$ cat src/rtl/fetch_unit_pkg.sv
// Shared types for the fetch stage: next-PC select, instruction/data words,
// fetch FSM states and the sequential PC step.
package fetch_unit_pkg;

    typedef logic [31:0] instr;
    typedef logic [31:0] data_val;

    // Three bits wide so that unused encodings exist; they behave as PC_INCR.
    typedef enum logic [2:0] {
        PC_INCR    = 3'd0,
        PC_IMM_OFF = 3'd1,
        PC_ALU_OUT = 3'd2,
        PC_RST     = 3'd3
    } pc_sel;

    typedef enum logic [1:0] {
        F_IDLE = 2'd0,
        F_REQ  = 2'd1,
        F_WAIT = 2'd2,
        F_HOLD = 2'd3
    } fetch_state;

    localparam logic [31:0] PC_STEP = 32'd4;

endpackage

$ cat src/rtl/pc_next.sv
// Combinational next-PC target selection for the fetch stage, plus a flag
// telling whether the selected target is not word aligned.
module pc_next
    import fetch_unit_pkg::*;
#(
    parameter logic [31:0] RESET_PC = 32'h0000_0000
) (
    input  logic [31:0] pc,
    input  pc_sel       sel,
    input  data_val     imm_val,
    input  data_val     alu_out,
    output logic [31:0] target,
    output logic        misalign
);

    // JALR targets always drop bit 0; bit 1 can still leave the target misaligned.
    always_comb begin
        target = pc + PC_STEP;
        case (sel)
            PC_IMM_OFF: target = pc + imm_val;
            PC_ALU_OUT: target = alu_out & 32'hFFFF_FFFE;
            PC_RST:     target = RESET_PC;
            default:    target = pc + PC_STEP;
        endcase
        misalign = (target[1:0] != 2'b00);
    end

endmodule

$ cat src/rtl/fetch_unit.sv
// Instruction fetch stage: owns the PC, issues one request at a time and holds
// the instruction until retire. Optional FETCH_ALIGN_CHECK_EN adds a sticky fault.
module fetch_unit
    import fetch_unit_pkg::*;
#(
    parameter logic [31:0] RESET_PC = 32'h0000_0000
) (
    input  logic        i_clk,
    input  logic        i_rst_n,
    output logic        o_imem_req_valid,
    input  logic        i_imem_req_ready,
    output logic [31:0] o_imem_addr,
    input  logic        i_imem_rsp_valid,
    input  logic [31:0] i_imem_rsp_data,
    output logic        o_instr_valid,
    input  logic        i_instr_ready,
    output instr        o_instr,
    output logic [31:0] o_pc,
    output logic [31:0] o_pc_incr,
    input  pc_sel       i_pc_sel,
    input  data_val     i_imm_val,
    input  data_val     i_alu_out,
    output logic        o_fault
);

    fetch_state  state_q, state_d;
    logic [31:0] pc_q, pc_d;
    instr        instr_q, instr_d;
    logic [31:0] target;
    logic        misalign;
    logic [31:0] next_pc;

    pc_next #(
        .RESET_PC (RESET_PC)
    ) u_pc_next (
        .pc       (pc_q),
        .sel      (i_pc_sel),
        .imm_val  (i_imm_val),
        .alu_out  (i_alu_out),
        .target   (target),
        .misalign (misalign)
    );

`ifdef FETCH_ALIGN_CHECK_EN
    logic fault_q, fault_d;

    // Misaligned targets are kept as-is so the faulting address is visible.
    assign next_pc = target;
    assign o_fault = fault_q;

    always_ff @(posedge i_clk or negedge i_rst_n) begin
        if (!i_rst_n) begin
            fault_q <= 1'b0;
        end else begin
            fault_q <= fault_d;
        end
    end
`else
    assign next_pc = misalign ? {target[31:2], 2'b00} : target;
    assign o_fault = 1'b0;
`endif

    always_ff @(posedge i_clk or negedge i_rst_n) begin
        if (!i_rst_n) begin
            state_q <= F_IDLE;
            pc_q    <= RESET_PC;
            instr_q <= '0;
        end else begin
            state_q <= state_d;
            pc_q    <= pc_d;
            instr_q <= instr_d;
        end
    end

    // A fault parks the FSM in F_IDLE until the next reset.
    always_comb begin
        state_d = state_q;
        pc_d    = pc_q;
        instr_d = instr_q;
`ifdef FETCH_ALIGN_CHECK_EN
        fault_d = fault_q;
`endif
        case (state_q)
            F_IDLE: begin
`ifdef FETCH_ALIGN_CHECK_EN
                if (!fault_q) begin
                    state_d = F_REQ;
                end
`else
                state_d = F_REQ;
`endif
            end
            F_REQ: begin
                if (i_imem_req_ready) begin
                    state_d = F_WAIT;
                end
            end
            F_WAIT: begin
                if (i_imem_rsp_valid) begin
                    instr_d = i_imem_rsp_data;
                    state_d = F_HOLD;
                end
            end
            F_HOLD: begin
                if (i_instr_ready) begin
                    pc_d    = next_pc;
                    state_d = F_REQ;
`ifdef FETCH_ALIGN_CHECK_EN
                    if (misalign) begin
                        fault_d = 1'b1;
                        state_d = F_IDLE;
                    end
`endif
                end
            end
            default: state_d = F_IDLE;
        endcase
    end

    assign o_imem_req_valid = (state_q == F_REQ);
    assign o_instr_valid    = (state_q == F_HOLD);
    assign o_imem_addr      = pc_q;
    assign o_pc             = pc_q;
    assign o_pc_incr        = pc_q + PC_STEP;
    assign o_instr          = instr_q;

endmodule

$ cat config.mk
export PLATFORM = sky130hd
export DESIGN_NAME = fetch_unit
export DESIGN_NICKNAME = d
export VERILOG_FILES = /design/src/rtl/fetch_unit_pkg.sv /design/src/rtl/pc_next.sv /design/src/rtl/fetch_unit.sv
export SDC_FILE = /design/constraint.sdc
export NUM_CORES = 1
export LEC_CHECK = 0
export ABC_CLOCK_PERIOD_IN_PS = 2670
export CAP_MARGIN = 20
export CELL_PAD_IN_SITES_DETAIL_PLACEMENT = 0
export CELL_PAD_IN_SITES_GLOBAL_PLACEMENT = 2
export CORE_AREA = 4 4 165 167
export CTS_CLUSTER_DIAMETER = 150
export DETAILED_ROUTE_END_ITERATION = 7
export DIE_AREA = 0 0 169 171
export PLACE_DENSITY = 0.84
export RECOVER_POWER = 100
export SYNTH_ARGS = -nofsm -noshare
export SYNTH_HDL_FRONTEND = slang
export SYNTH_SLANG_ARGS = --single-unit
$ cat constraint.sdc
create_clock -name i_clk -period 2.67 [get_ports i_clk]
set_clock_uncertainty 0.1 [all_clocks]
set_input_delay 0.534 -clock i_clk [delete_from_list [all_inputs] [get_ports i_clk]]
set_output_delay 0.534 -clock i_clk [all_outputs]
set_load 0.02 [all_outputs]
==> metrics.cfg <==
[outcome]
status=finished, violations left
violations=capacitance limit, slew limit, setup timing

[sta]
tightestPinTransition_ns=1.914
setup_violations=32
slew_violations=67
fmax_ghz=0.3384
finalHoldViolCount=0
relSlewSlack_pct=-27.58
period_share_pct=110.7
setup_ws_ns=-0.2849
rsz0062_at_grt=yes
fin_crit_ns=2.955

[power_and_ir_drop]
p_switching_w=0.005592
switching_share_pct=45.56
power_density_mw_per_mm2=1174
seq_power_share_pct=14.9
ir_drop_uv=517.3
power_leakage_nw=4.474
p_clk_share_pct=9.6
p_comb_share_pct=75.5
p_int_w=0.006681

[cts]
cts_buffers=9
clkLatencyLatePin_ns=0.34
hold_buffers=0
cts_num_sinks=66
cts.clk_slew.worst_paths_ns=0.07
h-tree-depth=3
cts_tree=yes
clockBufferDepth=2
cts-root-buf=clkbuf_16

[synth]
synth-main-ff-cell=dfrtp_1
ys_seq_elements=66
yosysWarnings=0
async_flop_share_pct=100.0
syn_area_mm2=0.005574
synth_cell_types=63
synth_area_leaders=dfrtp_1, ha_1, mux2_2
avgSynthCellArea_um2=8.576
synth_top_cell_by_area=dfrtp_1
yosysMostFrequentCell=dfrtp_1
syn_nets=791
synth_cells=650
synth_edf_count=0
synth_common_cells=dfrtp_1, nor2_1, a21oi_1, nand2_1, ha_1
yosysSeqAreaShare_pct=29.63
synth_top_area_share_pct=29.63

[global_route]
grt_max_degree=67
grt_use_total_pct=16.01
grt-ovfl-total=0
grt_pass1_vias=6573
antenna_found_initial=0
grt_pass1_wl_um=36500

[hold_path]
hold_end=o_instr[7]
hp-class=flop to flop
hold_depth=1
min-delay-start=o_instr[7]

[setup_path]
worst-setup-path-type=flop to output port
startpoint_type=flop
cp.required_ns=2.04
rr_startpoint=o_imem_addr[0]
r2r_slack_ns=-0.21
r2r_end=o_imem_addr[20]
critical_path_arrival_ns=2.32
reg2reg_depth=11
path_max_fanout=3
crit_path_end_kind=output port

[cells_and_area]
drive_gt1_share_pct=37.04
regArea_mm2=0.001664
fillers=2554
multi_input_area_mm2=0.004278
fin_util_pct=40.57
nNetsFinal=1162
area_delta_synth_final_pct=87.50
num_antenna_cells=0

[place]
gp_congestion=0.8516
io_buffers=231
dp_hpwl_um=18390
place_ws_ns=-0.9390

[detailed_routing]
dr.pass1.iters=4
vias_per_cell=4.686
ant_nets=0
routedWlPerCell_um=18.06
drtIter0Drc=328
drc=0
num_vias=6378
routed_wl_um=24580

[run]
maxCapViolCount=1

[floorplan]
pin_count=235
die_h_um=171
die_area_mm2=0.02890
rows=59
die_x_um=169
coreArea_mm2=0.02576
start_util_pct=21.64

[power groups by stage]
stage | clock (W) | sequential (W) | combinational (W)
6_report | 0.00117 | 0.00183 | 0.00927
5_1_grt | 0.00126 | 0.00189 | 0.00991
4_1_cts | 0.00122 | 0.00183 | 0.00905
3_5_place_dp | 0 | 0.00183 | 0.00844
3_3_place_gp | 0 | 0.00180 | 0.00844
2_1_floorplan | 0 | 0.00260 | 0.00384
[layer usage]
| layer | GRT usage (%) | up-vias | routed length [µm] | share of wire [%] |
|---|---|---|---|---|
| li1 | - | 3083 | - | - |
| met1 | 20.67 | 3083 | 10730 | 44 |
| met2 | 28.17 | 190 | 12280 | 50 |
| met3 | 2.495 | 22 | 1245 | 5.1 |
| met4 | 3.850 | 0 | 313 | 1.3 |
| met5 | 0 | - | 0 | 0 |
[layout make-up]
class,count,share of cell area [%]
repair buffers,422,35.82
inverters,17,0.6345
flip-flops and latches,66,15.92
well taps,335,4.011
clock inverters,7,0.5268
multi-input cells,505,40.93
clock buffers,9,2.155
[worst max path at each step]
stage,to,start
floorplan,o_imem_addr[20],i_imm_val[0]
global placement,o_imem_addr[16],i_imm_val[0]
detailed placement,o_imem_addr[28],i_imm_val[0]
CTS,o_pc_incr[30],o_imem_addr[17]
global route,o_pc_incr[30],o_imem_addr[2]
finish,o_pc_incr[30],o_imem_addr[17]
[registers in the layout (all words and copies together) (netlist names)]
| signal | count |
|---|---|
| o_imem_addr | 32 |
| o_instr | 32 |
| state_q | 2 |
[worst max-delay path, cell delays in order (launching register included)]
cell and delay [ns]:
dfrtp_1 0.41, and4_4 0.26, and4_4 0.25, nand2_4 0.05, or3_4 0.39, nor2_4 0.10
and3_4 0.22, xor2_4 0.15, buf_6 0.13
[logic make-up (layout without fill, tap and decap cells)]
kind of cell,Yosys count,count (layout),share of synthesized area [%]
adders and majority gates,37,37,8.440
DFF,66,66,29.63
AOI/OAI and AO/OA,194,194,23.17
buffers and inverters,79,455,7.744
xor gates and xnor gates,53,53,8.328
and+or+nand+nor,185,185,15.62
other,1,1,0.06728
muxes,35,35,7.003
[layout by cell type (no fill, tap or decap), drive strengths merged, types with 15 or more instances in the layout]
| cell type | n |
|---|---|
| nand2 | 48 |
| dfrtp | 66 |
| xor2 | 20 |
| nor2 | 60 |
| dlygate4sd2 | 15 |
| dlygate4sd3 | 102 |
| ha | 36 |
| xnor2 | 33 |
| mux2 | 32 |
| nand3 | 22 |
| buf | 206 |
| a21oi | 60 |
| o21ai | 27 |
| clkdlybuf4s50 | 88 |
| inv | 17 |
| a21o | 19 |
| clkbuf | 19 |
[through the flow]
step	TNS [ns]	area (µm²)	hold slack, ns	std cells	total power [W]
2_1_floorplan	-0.2300	5680	0.1384	650	0.006440
3_3_place_gp	-20.51	9318	0.3856	1320	0.01024
3_5_place_dp	-20.98	9318	0.3964	1320	0.01027
4_1_cts	-4.826	10090	0.1221	1351	0.01209
5_1_grt	-8.361	10450	0.4195	1361	0.01306
6_report	-3.984	10450	0.3977	1361	0.01227
[what timing repair did]
action	CTS	global route
endpoints found under the hold margin	0	0
pin swaps	49	53
setup endpoints to repair	47	44
gates resized for setup	202	86
buffers inserted	18	14
Note: power is estimated with default switching activity, not from simulation.
